**src/rtl/day021_sample_window_stats.sv**
```systemverilog
// ---------------------------------------------------------------------------
// day021_sample_window_stats
//
// Read-domain consumer of the asynchronous sample FIFO. It pops signed
// samples while the FIFO is non-empty, collects WINDOW of them, and then
// presents min, max, sum and mean of that window on a valid/ready port.
// Everything runs on the FIFO read clock.
//
// Ports:
//   clk_i        read-domain clock (same as FIFO read side)
//   rst_i        asynchronous, active-high reset
//   empty_i      FIFO empty flag
//   data_i       FIFO read data, valid one cycle after an accepted pop
//   re_o         FIFO read enable (combinational pop request)
//   out_ready_i  downstream ready
//   out_valid_o  window result valid
//   min_o        smallest signed sample of the window
//   max_o        largest signed sample of the window
//   sum_o        signed sum of the window (DATA_W+LOG2_WIN bits)
//   mean_o       sum_o arithmetic-shifted right by LOG2_WIN (floor)
//
// WINDOW must be a power of two in the range 2..256 so that the mean is
// a plain arithmetic shift of the sum.
// ---------------------------------------------------------------------------
module day021_sample_window_stats #(
    parameter int DATA_W   = 16,
    parameter int WINDOW   = 4,
    parameter int LOG2_WIN = $clog2(WINDOW)
) (
    input  logic                       clk_i,
    input  logic                       rst_i,
    input  logic                       empty_i,
    input  logic [DATA_W-1:0]          data_i,
    output logic                       re_o,
    input  logic                       out_ready_i,
    output logic                       out_valid_o,
    output logic [DATA_W-1:0]          min_o,
    output logic [DATA_W-1:0]          max_o,
    output logic [DATA_W+LOG2_WIN-1:0] sum_o,
    output logic [DATA_W-1:0]          mean_o
);

    // The sum grows by LOG2_WIN bits so a full window of extreme samples
    // can never overflow; counters need one extra bit to hold WINDOW itself.
    localparam int SUM_W = DATA_W + LOG2_WIN;
    localparam int CNT_W = LOG2_WIN + 1;
    localparam logic [CNT_W-1:0] WIN_CNT  = CNT_W'(WINDOW);
    localparam logic [CNT_W-1:0] LAST_CNT = CNT_W'(WINDOW - 1);

    typedef enum logic {
        FILL,
        HOLD
    } state_t;

    state_t                   state;
    logic [CNT_W-1:0]         issue_cnt;
    logic [CNT_W-1:0]         cap_cnt;
    logic                     rd_pend;

    logic signed [DATA_W-1:0] acc_min;
    logic signed [DATA_W-1:0] acc_max;
    logic signed [SUM_W-1:0]  acc_sum;

    logic signed [DATA_W-1:0] sample;
    logic signed [SUM_W-1:0]  sample_ext;
    logic signed [DATA_W-1:0] nxt_min;
    logic signed [DATA_W-1:0] nxt_max;
    logic signed [SUM_W-1:0]  nxt_sum;

    // Pop request: only while filling, the FIFO has data and the window
    // has not yet issued all of its pops. Gated by reset so nothing is
    // popped (and then lost) while the block is held in reset.
    assign re_o = (state == FILL) && !empty_i && (issue_cnt < WIN_CNT) && !rst_i;

    // Next accumulator values if the current data_i is captured. The first
    // capture of a window seeds all three accumulators with the sample, so
    // stale values from the previous window never leak in.
    always_comb begin
        sample     = $signed(data_i);
        sample_ext = {{LOG2_WIN{data_i[DATA_W-1]}}, data_i};
        nxt_min    = acc_min;
        nxt_max    = acc_max;
        nxt_sum    = acc_sum;
        if (cap_cnt == '0) begin
            nxt_min = sample;
            nxt_max = sample;
            nxt_sum = sample_ext;
        end else begin
            nxt_min = (sample < acc_min) ? sample : acc_min;
            nxt_max = (sample > acc_max) ? sample : acc_max;
            nxt_sum = acc_sum + sample_ext;
        end
    end

    // Window FSM. FILL issues pops and captures data one cycle later
    // (rd_pend tracks the pop in flight). The capture of the last sample
    // registers the results straight from the next-state accumulators, so
    // the final sample is included on the same edge. HOLD keeps the result
    // stable until the downstream handshake, then restarts the window.
    always_ff @(posedge clk_i or posedge rst_i) begin
        if (rst_i) begin
            state       <= FILL;
            issue_cnt   <= '0;
            cap_cnt     <= '0;
            rd_pend     <= 1'b0;
            acc_min     <= '0;
            acc_max     <= '0;
            acc_sum     <= '0;
            out_valid_o <= 1'b0;
            min_o       <= '0;
            max_o       <= '0;
            sum_o       <= '0;
            mean_o      <= '0;
        end else begin
            case (state)
                FILL: begin
                    rd_pend <= re_o;
                    if (re_o) begin
                        issue_cnt <= issue_cnt + CNT_W'(1);
                    end
                    if (rd_pend) begin
                        acc_min <= nxt_min;
                        acc_max <= nxt_max;
                        acc_sum <= nxt_sum;
                        cap_cnt <= cap_cnt + CNT_W'(1);
                        if (cap_cnt == LAST_CNT) begin
                            min_o       <= nxt_min;
                            max_o       <= nxt_max;
                            sum_o       <= nxt_sum;
                            mean_o      <= DATA_W'(nxt_sum >>> LOG2_WIN);
                            out_valid_o <= 1'b1;
                            state       <= HOLD;
                        end
                    end
                end
                HOLD: begin
                    rd_pend <= 1'b0;
                    if (out_ready_i) begin
                        out_valid_o <= 1'b0;
                        issue_cnt   <= '0;
                        cap_cnt     <= '0;
                        state       <= FILL;
                    end
                end
            endcase
        end
    end

endmodule

```
**config.mk**
```make
export PLATFORM = sky130hd
export DESIGN_NAME = day021_sample_window_stats
export DESIGN_NICKNAME = d
export VERILOG_FILES = /design/src/rtl/day021_sample_window_stats.sv
export SDC_FILE = /design/constraint.sdc
export NUM_CORES = 1
export LEC_CHECK = 0
export ABC_AREA = 1
export CAP_MARGIN = 20
export CORE_MARGIN = 2
export CORE_UTILIZATION = 55
export CTS_CLUSTER_DIAMETER = 120
export DETAILED_ROUTE_END_ITERATION = 16
export PLACE_DENSITY = 0.8
export RECOVER_POWER = 50
export SLEW_MARGIN = 0
export SYNTH_ARGS = -nofsm -noshare
export SYNTH_HDL_FRONTEND = slang
export SYNTH_SLANG_ARGS = --single-unit
```
**constraint.sdc**
```tcl
create_clock -name clk_i -period 4 [get_ports clk_i]
set_input_delay 0.4 -clock clk_i [delete_from_list [all_inputs] [get_ports clk_i]]
set_output_delay 0.4 -clock clk_i [all_outputs]
set_load 0.005 [all_outputs]
```
* Word level (Yosys, flattened, before mapping)
Cells that the tools add are included.
** Storage, ports and cells
- Flip-flop bits (word level) :: 125
- Bits of input ports :: 20
- Output and inout port bits :: 68
- Word-level logic and storage cells :: 54
** Operators by class
- $add $sub $neg :: 3
- $lt $le $gt $ge :: 3
- Eq/ne operators :: 5
- Multiplexer cells :: 19
- Bitwise operators :: 1
- Reductions and logical operators :: 11
** Operators with widths (count)
- two-way mux 16 bit :: 4
- adder 18 x 16 -> 18 bit :: 1
- two-way mux 18 bit :: 1
- > comparator 16 bit :: 1
- less-than comparator 16 bit :: 1
- one-hot mux 3 bit (2 select lines) :: 2
- two-way mux 3 bit :: 3
- adder 3 x 1 -> 3 bit, second input constant :: 2
- two-way mux 1 bit :: 6
- inequality test 2 bit, second input constant :: 3
- one-hot mux 1 bit (2 select lines) :: 3
- AND reduction 2 bit :: 3
- AND reduction 3 bit :: 2
- == test 3 x 2 -> 1 bit, second input constant :: 1
- logical AND 1 bit :: 3
- zero test 3 bit :: 1
- less-than comparator 3 bit, second input constant :: 1
- zero test 1 bit :: 2
- inequality test 2 x 1 -> 1 bit, second input constant :: 1
- NOT 1 bit :: 1

* Depth between registers and ports, before layout
Gate-level depths: netlist of run 1.
- Word-level depth :: 6
- Gate-level depth with buffers :: 17
- Gate-level depth less buffers :: 16

* Least setup slack after synthesis of run 1
Ideal clock, no wire load.
- Path kind :: in2reg
- Start point :: input port data_i[0]
- End point :: register acc_sum[10]
- Data arrival time :: 1847 ps
- Path slack :: 2035 ps
- Stages on the path :: 11
- Path through :: ha_1 > fa_1 > nand2_1 > a21oi_2 > a21oi_1 > inv_1 > a21oi_1 > or2_0 > nand3_1 > nand3_1 > nand2_1
** Between the ends
- Cells in the longest elaborated chain, start to end :: 2
** RTL lines
- start: declaration :: line 33 : input logic [DATA_W-1:0] data_i,
- adder 18 x 16 -> 18 bit :: line 91 : nxt_sum = acc_sum + sample_ext;
- two-way mux 18 bit :: line 84 : if (cap_cnt == '0) begin
- end signal: assignment :: line 124 : acc_sum <= nxt_sum;
- end: declaration :: line 62 : logic signed [SUM_W-1:0] acc_sum;
Every way passes these cells.
A chain may end at the register's enable or synchronous reset.

* Worst setup path in the final report of run 1
- Start point :: register state
- End point :: register cap_cnt[1]
** Between the ends
- Cells in the longest elaborated chain, start to end :: 3
- Elaborated cells on any way between the ends :: 5
- Classes of those cells :: eq/ne: 2; mux: 1; bitwise: 1; reduce/logical: 1
** RTL lines
- start: declaration :: line 55 : state_t state;
- start signal: assignment :: line 102 : state <= FILL;
- start signal: assignment :: line 132 : state <= HOLD;
- start signal: assignment :: line 142 : state <= FILL;
- NOT 1 bit (no source line)
- inequality test 2 bit (no source line)
- AND reduction 2 bit (no source line)
- end signal: assignment :: line 125 : cap_cnt <= cap_cnt + CNT_W'(1);
- end: declaration :: line 57 : logic [CNT_W-1:0] cap_cnt;
Several ways; a longest one is shown, not always the timed one.

==> results of run 1 <==
-- logic make-up (layout without fill, tap and decap cells) --
kind of cell	after synthesis	in the layout	share of synthesized area [%]
buf+inv	137	198	8.97
xor+xnor	6	6	0.782
compound gates	76	76	5.96
flops	109	109	40.6
fa+ha+maj	53	53	9.98
simple gates	516	516	33.7
-- synthesized netlist by cell type, drive strengths merged --
master  count  area share (%)
a211oi      1            0.11
a21boi      1            0.11
a21o        1            0.11
a21oi      27             2.1
a31oi       3            0.28
buf        31             3.1
clkbuf     17            0.95
clkinv      1           0.056
dfrtp     109              41
fa          1            0.30
ha         52             9.7
inv        88             4.9
nand2     334              20
nand3     122             9.5
nand4      19             1.8
nor2       31             1.8
nor3        5            0.45
nor4        2            0.19
o21ai      40             3.0
o21bai      1            0.11
o22ai       2            0.19
or2         3            0.28
xor2        6            0.78
-- through the flow --
step	worst slack (ns)	hold WS [ns]
floorplan	0.726	0.430
global placement	1.15	0.456
detailed placement	1.10	0.465
CTS	1.46	0.477
global route	0.624	0.493
finish	0.825	0.474
-- layout by cell type (no fill, tap or decap), drive strengths merged --
cell type	n
o21ai	40
fa	1
clkinv	2
nand2	334
nor4	2
a211oi	1
a21oi	27
nand4	19
clkbuf	15
a21o	1
nor2	31
ha	52
inv	88
xor2	6
clkdlybuf4s50	59
nor3	5
dlygate4sd3	28
a31oi	3
dfrtp	109
a21boi	1
o21bai	1
nand3	122
clkinvlp	3
buf	3
o22ai	2
or2	3
-- area by class of cell --
cell class	count	area [µm²]
Inverter	89	335
Fill cell	1067	4130
Sequential cell	109	2730
Clock buffer	12	246
Multi-Input combinational cell	651	3400
Clock inverter	4	32.5
Tap cell	147	184
Timing Repair Buffer	93	907
-- path summary, 6_finish.rpt --
path	end	slack [ns]	cells past startpoint
max	cap_cnt[1]	0.83	5
min	min_o[10]	0.47	2
max reg2reg	cap_cnt[1]	0.83	5
min reg2reg	min_o[10]	0.47	2
max in group asynchronous	acc_sum[9]	1.10	3
min in group asynchronous	rd_pend	1.27	2
-- worst max-delay path: stages (launching register included) --
cell	delay, ns
dfrtp_1	0.39
inv_1	0.08
nand2_2	0.07
clkbuf_1	1.97
nand2_1	0.29
o21ai_0	0.28
-- report_power, final --
| group | total [W] | leakage (nW) | switching [W] | internal (W) |
|---|---|---|---|---|
| registers | 0.00199 | 1.30 | 0.000341 | 0.00165 |
| logic | 0.00375 | 2.66 | 0.00221 | 0.00154 |
| clock network | 0.000869 | 0.129 | 0.000425 | 0.000444 |
-- state kept, by name (all words and copies together), names as in the netlist --
name	flops
acc_sum	18
sum_o	18
acc_max	16
acc_min	16
max_o	16
min_o	16
cap_cnt	3
issue_cnt	3
out_valid_o	1
rd_pend	1
state	1
-- metal layers --
metal | GRT usage [%] | vias to the layer above | share of wire (%)
met3 | 5.61 | 40 | 7.0
met4 | 10.7 | 0 | 2.9
li1 | - | 2999 | -
met1 | 36.6 | 2886 | 45
met2 | 44.2 | 235 | 46
met5 | 0 | - | 0
==> qor.yml, run 1 <==
status: "complete, but fails checks"
violations: "max-capacitance violations, max-slew violations"
layout-drive-gt1-share_pct: 5.85
cts_tree: "built"
dp_cells: 1089
wl_per_cell_um: 15.7
drc_errors: 0
grt_pass1_wl_um: 28100
start_util_pct: 56.2
firstDrtPassIters: 5
fin_cells: 1105
finalMaxSlewViolations: 121
critPathLaunchType: "flop"
finClkSkew_ns: 0.00802
hold_viol_final: 0
netlist_area_um2: 6720
row_count: 40
nets: 1026
syn_nets: 970
cts_root_buf: "clkbuf_16"
final_util_pct: 65.5
first_global_vias: 5789
num_vias: 6160
ioPinCount: 88
power.density_nw_per_um2: 844
cts-hold-fix-buffers: 0
postCtsSetupBuffers: 0
clkLatencyLatePin_ns: 0.36
via_per_inst: 5.57
die_area_um2: 13100
wirelength_um: 17300
final_area_um2: 7830
cp.arrival_ns: 3.45
core_area_um2: 12000
hpwl_um: 12100
dpl-instance-area_um2: 7560
hold_path.startpoint: "min_o[10]"
gp_congestion: 0.990
syn_avg_cell_area_um2: 7.49
relSlewSlack_pct: -85.3
cts.path.max_buffers: 2
power_w: 0.00661
grtUsageTotal_pct: 27.5
leakage_nw: 4.10
numCtsBuffers: 9
h-tree-depth: 3
critical_path.startpoint: "state"
die_y_um: 115
min-delay-path-class: "reg -> reg"
syn_to_final_growth_pct: 16.5
rsz0062_at_grt: "no"
synth_sequential_area_ratio_pct: 40.6
yosys_register_bits: 109
synth_cells: 897
maxCapViolCount: 2
r2r-start: "state"
grt_max_degree: 61
critPathKind: "reg -> reg"
antenna_left: 0
grt.overflow.total: 0
fmax_mhz: 315
worstPathMaxFanout: 60
clock-sinks: 109
synth_cell_type_count: 35
setup_tns_ns: 0
worst_setup_path_end_kind: "flop"
diodes: 0
path_clk_slew_ns: 0.07
tightest_slew_ns: 2.78
die_w_um: 115
antenna_found_initial: 0
first_iter_violations: 475
setup_viol: 0
port_buffers: 87
fin_crit_sh_pct: 79.4
critical_path_required_ns: 4.27
cts_resized: 0
fin_crit_ns: 3.17
ys_warn_count: 0
peakVddDrop_uv: 430
Note: power is estimated with default switching activity, not from simulation.
==> inputs of run 2 (changes only) <==
clock period = 3.2 ns   (was 4 ns; I/O delays follow)
==> run 2 against run 1 <==
Compared with the run above:
- the run still ends with max-capacitance violations, max-slew violations left
- clock power rose by 29%
- sequential cell count did not move
- largest cell class unchanged
- register-to-register slack improved by 0.10 ns
- core utilization rose by 0.40 points
- sequential share of layout area fell by 0.21 points
- die area did not move
- clock skew rose by 0.0017 ns
- critical path depth rose by 6
- power rose by 25%
- first-iteration DRC count rose by 12%
- combinational power rose by 25%
- setup slack got worse by 0.037 ns
==> qor.yml, run 2 (synthesis gave the netlist of run 1 again) <==
syn_to_final_growth_pct: 17.2
grtUsageTotal_pct: 27.8  # +0.36 points
port_buffers: 87  # unchanged
final_cell_mix: "nand2_1, nand3_1, dfrtp_1"
status: "complete, but fails checks"
ioPinCount: 88  # unchanged
clock-sinks: 109  # unchanged
antenna_found_initial: 0  # unchanged
met2_length_um: 8030  # +1.9%
h-tree-depth: 3  # unchanged
gp_congestion: 0.960  # -3.0%
wirelength_um: 17400  # +0.39%
critPathLaunchType: "primary input"
setup_tns_ns: 0  # unchanged
grt_pass1_wl_um: 28300  # +0.98%
seq_area_um2: 2730  # unchanged
cts_resized: 0  # unchanged
core_area_um2: 12000  # unchanged
cts_tree: "built"
antenna_left: 0  # unchanged
hold_viol_final: 0  # unchanged
worstPathMaxFanout: 17  # -72%
drt-met1-wl_um: 7600  # -1.3%
finalMaxSlewViolations: 33  # -73%
final_util_pct: 65.9  # +0.40 points
die_area_um2: 13100  # unchanged
min-delay-path-class: "reg -> reg"
drc_errors: 0  # unchanged
power.density_nw_per_um2: 1050  # +24%
die_y_um: 115  # unchanged
fin_crit_sh_pct: 75.4
power_w: 0.00827  # +25%
leakage_nw: 4.12  # +0.54%
grt_max_degree: 61  # unchanged
violations: "max-capacitance violations, max-slew violations"
layout-drive-gt1-share_pct: 6.35  # +0.51 points
multi_input_area_um2: 3400  # unchanged
cts_root_buf: "clkbuf_16"
num_vias: 6093  # -1.1%
grt.overflow.total: 0  # unchanged
peakVddDrop_uv: 663  # +54%
cts-hold-fix-buffers: 0  # unchanged
diodes: 0  # unchanged
maxCapViolCount: 1  # -1
start_util_pct: 56.2  # unchanged
cts.path.max_buffers: 2  # unchanged
numCtsBuffers: 9  # unchanged
fmax_mhz: 415
fin_crit_ns: 2.41
first_global_vias: 5754  # -0.60%
critical_path_required_ns: 3.50  # -0.77 ns
first_iter_violations: 532  # +12%
rsz0062_at_grt: "no"
final_common_cell: "nand2_1"
via_per_inst: 5.50  # -1.3%
critPathKind: "in -> reg"
relSlewSlack_pct: -5.72  # +80 points
tightest_slew_ns: 1.58  # -1.20 ns
worst_setup_path_end_kind: "flop"
topRoutingLayerUsed: "met4"
wl_per_cell_um: 15.7  # +0.21%
postCtsSetupBuffers: 0  # unchanged
die_w_um: 115  # unchanged
cp.arrival_ns: 2.72  # -0.73 ns
fillers: 1051  # -1.5%
firstDrtPassIters: 5  # unchanged
path_clk_slew_ns: 0.08  # about the same
row_count: 40  # unchanged
hpwl_um: 12300  # +1.4%
nets: 1028  # +0.19%
reg_top3: "acc_sum: 18 flops, sum_o: 18 flops"
finClkSkew_ns: 0.00973  # +0.00171 ns
setup_viol: 0  # unchanged
routed-wl-met3_um: 1300  # +7.9%
clkLatencyLatePin_ns: 0.36  # about the same
## run 2: changes by cell type in the layout (fill, tap and decap cells not counted), sizes merged
cell           before  now
dlygate4sd3        28   32
inv                88   90
clkinvlp            3    4
clkbuf             15   11
clkinv              2    1
buf                 3    7
clkdlybuf4s50      59   55
## run 2: layer usage
metal | track usage [%] | vias up
li1 | - | 2997
met1 | 37.9 | 2827
met2 | 43.6 | 239
met3 | 6.30 | 30
met4 | 10.2 | 0
met5 | 0 | -
## run 2: worst paths after layout
check                               to    startpoint  slack (ns)  cells after the start
min in group asynchronous   cap_cnt[2]         rst_i        0.82                      2
min reg2reg                    rd_pend  issue_cnt[2]        0.46                      1
max reg2reg                acc_sum[10]    acc_sum[0]        0.93                     11
min                            rd_pend  issue_cnt[2]        0.46                      1
max                          min_o[13]    data_i[15]        0.79                     11
max in group asynchronous  acc_min[11]         rst_i        1.01                      3
## run 2: power breakdown
group	switching (W)	total, W	leakage (nW)	internal [W]
clock	0.000552	0.00112	0.135	0.000564
combinational	0.00276	0.00467	2.68	0.00191
sequential	0.000420	0.00248	1.30	0.00206
total	0.00374	0.00827	4.12	0.00454
## run 2: worst max-delay path, cell delays in order
cell and delay (ns):
clkdlybuf4s50_1 0.54, ha_1 0.45, a21oi_1 0.20, o21ai_1 0.10
nor2_2 0.21, nand2_2 0.09, nand2_4 0.18, nand3_4 0.26
nand2_1 0.20, nand3_1 0.09, nand2_1 0.08
## run 2: cell type report
cell class / instances / share of cell area [%]
well taps: 147 / 2.33
clock buffers: 10 / 3.03
repair buffers: 95 / 11.9
inverters: 89 / 4.26
flip-flops and latches: 109 / 34.6
multi-input cells: 651 / 43.1
clock inverters: 6 / 0.683
## run 2: metrics by stage
stage | cells | hold slack, ns | area, µm² | setup WS (ns)
after global placement | 1091 | 0.455 | 7590 | 0.485
after global routing | 1107 | 0.486 | 7880 | 0.630
after floorplan | 897 | 0.386 | 6720 | 0.00605
after CTS | 1107 | 0.369 | 7880 | 0.810
final | 1107 | 0.461 | 7880 | 0.788
after detailed placement | 1091 | 0.461 | 7590 | 0.448
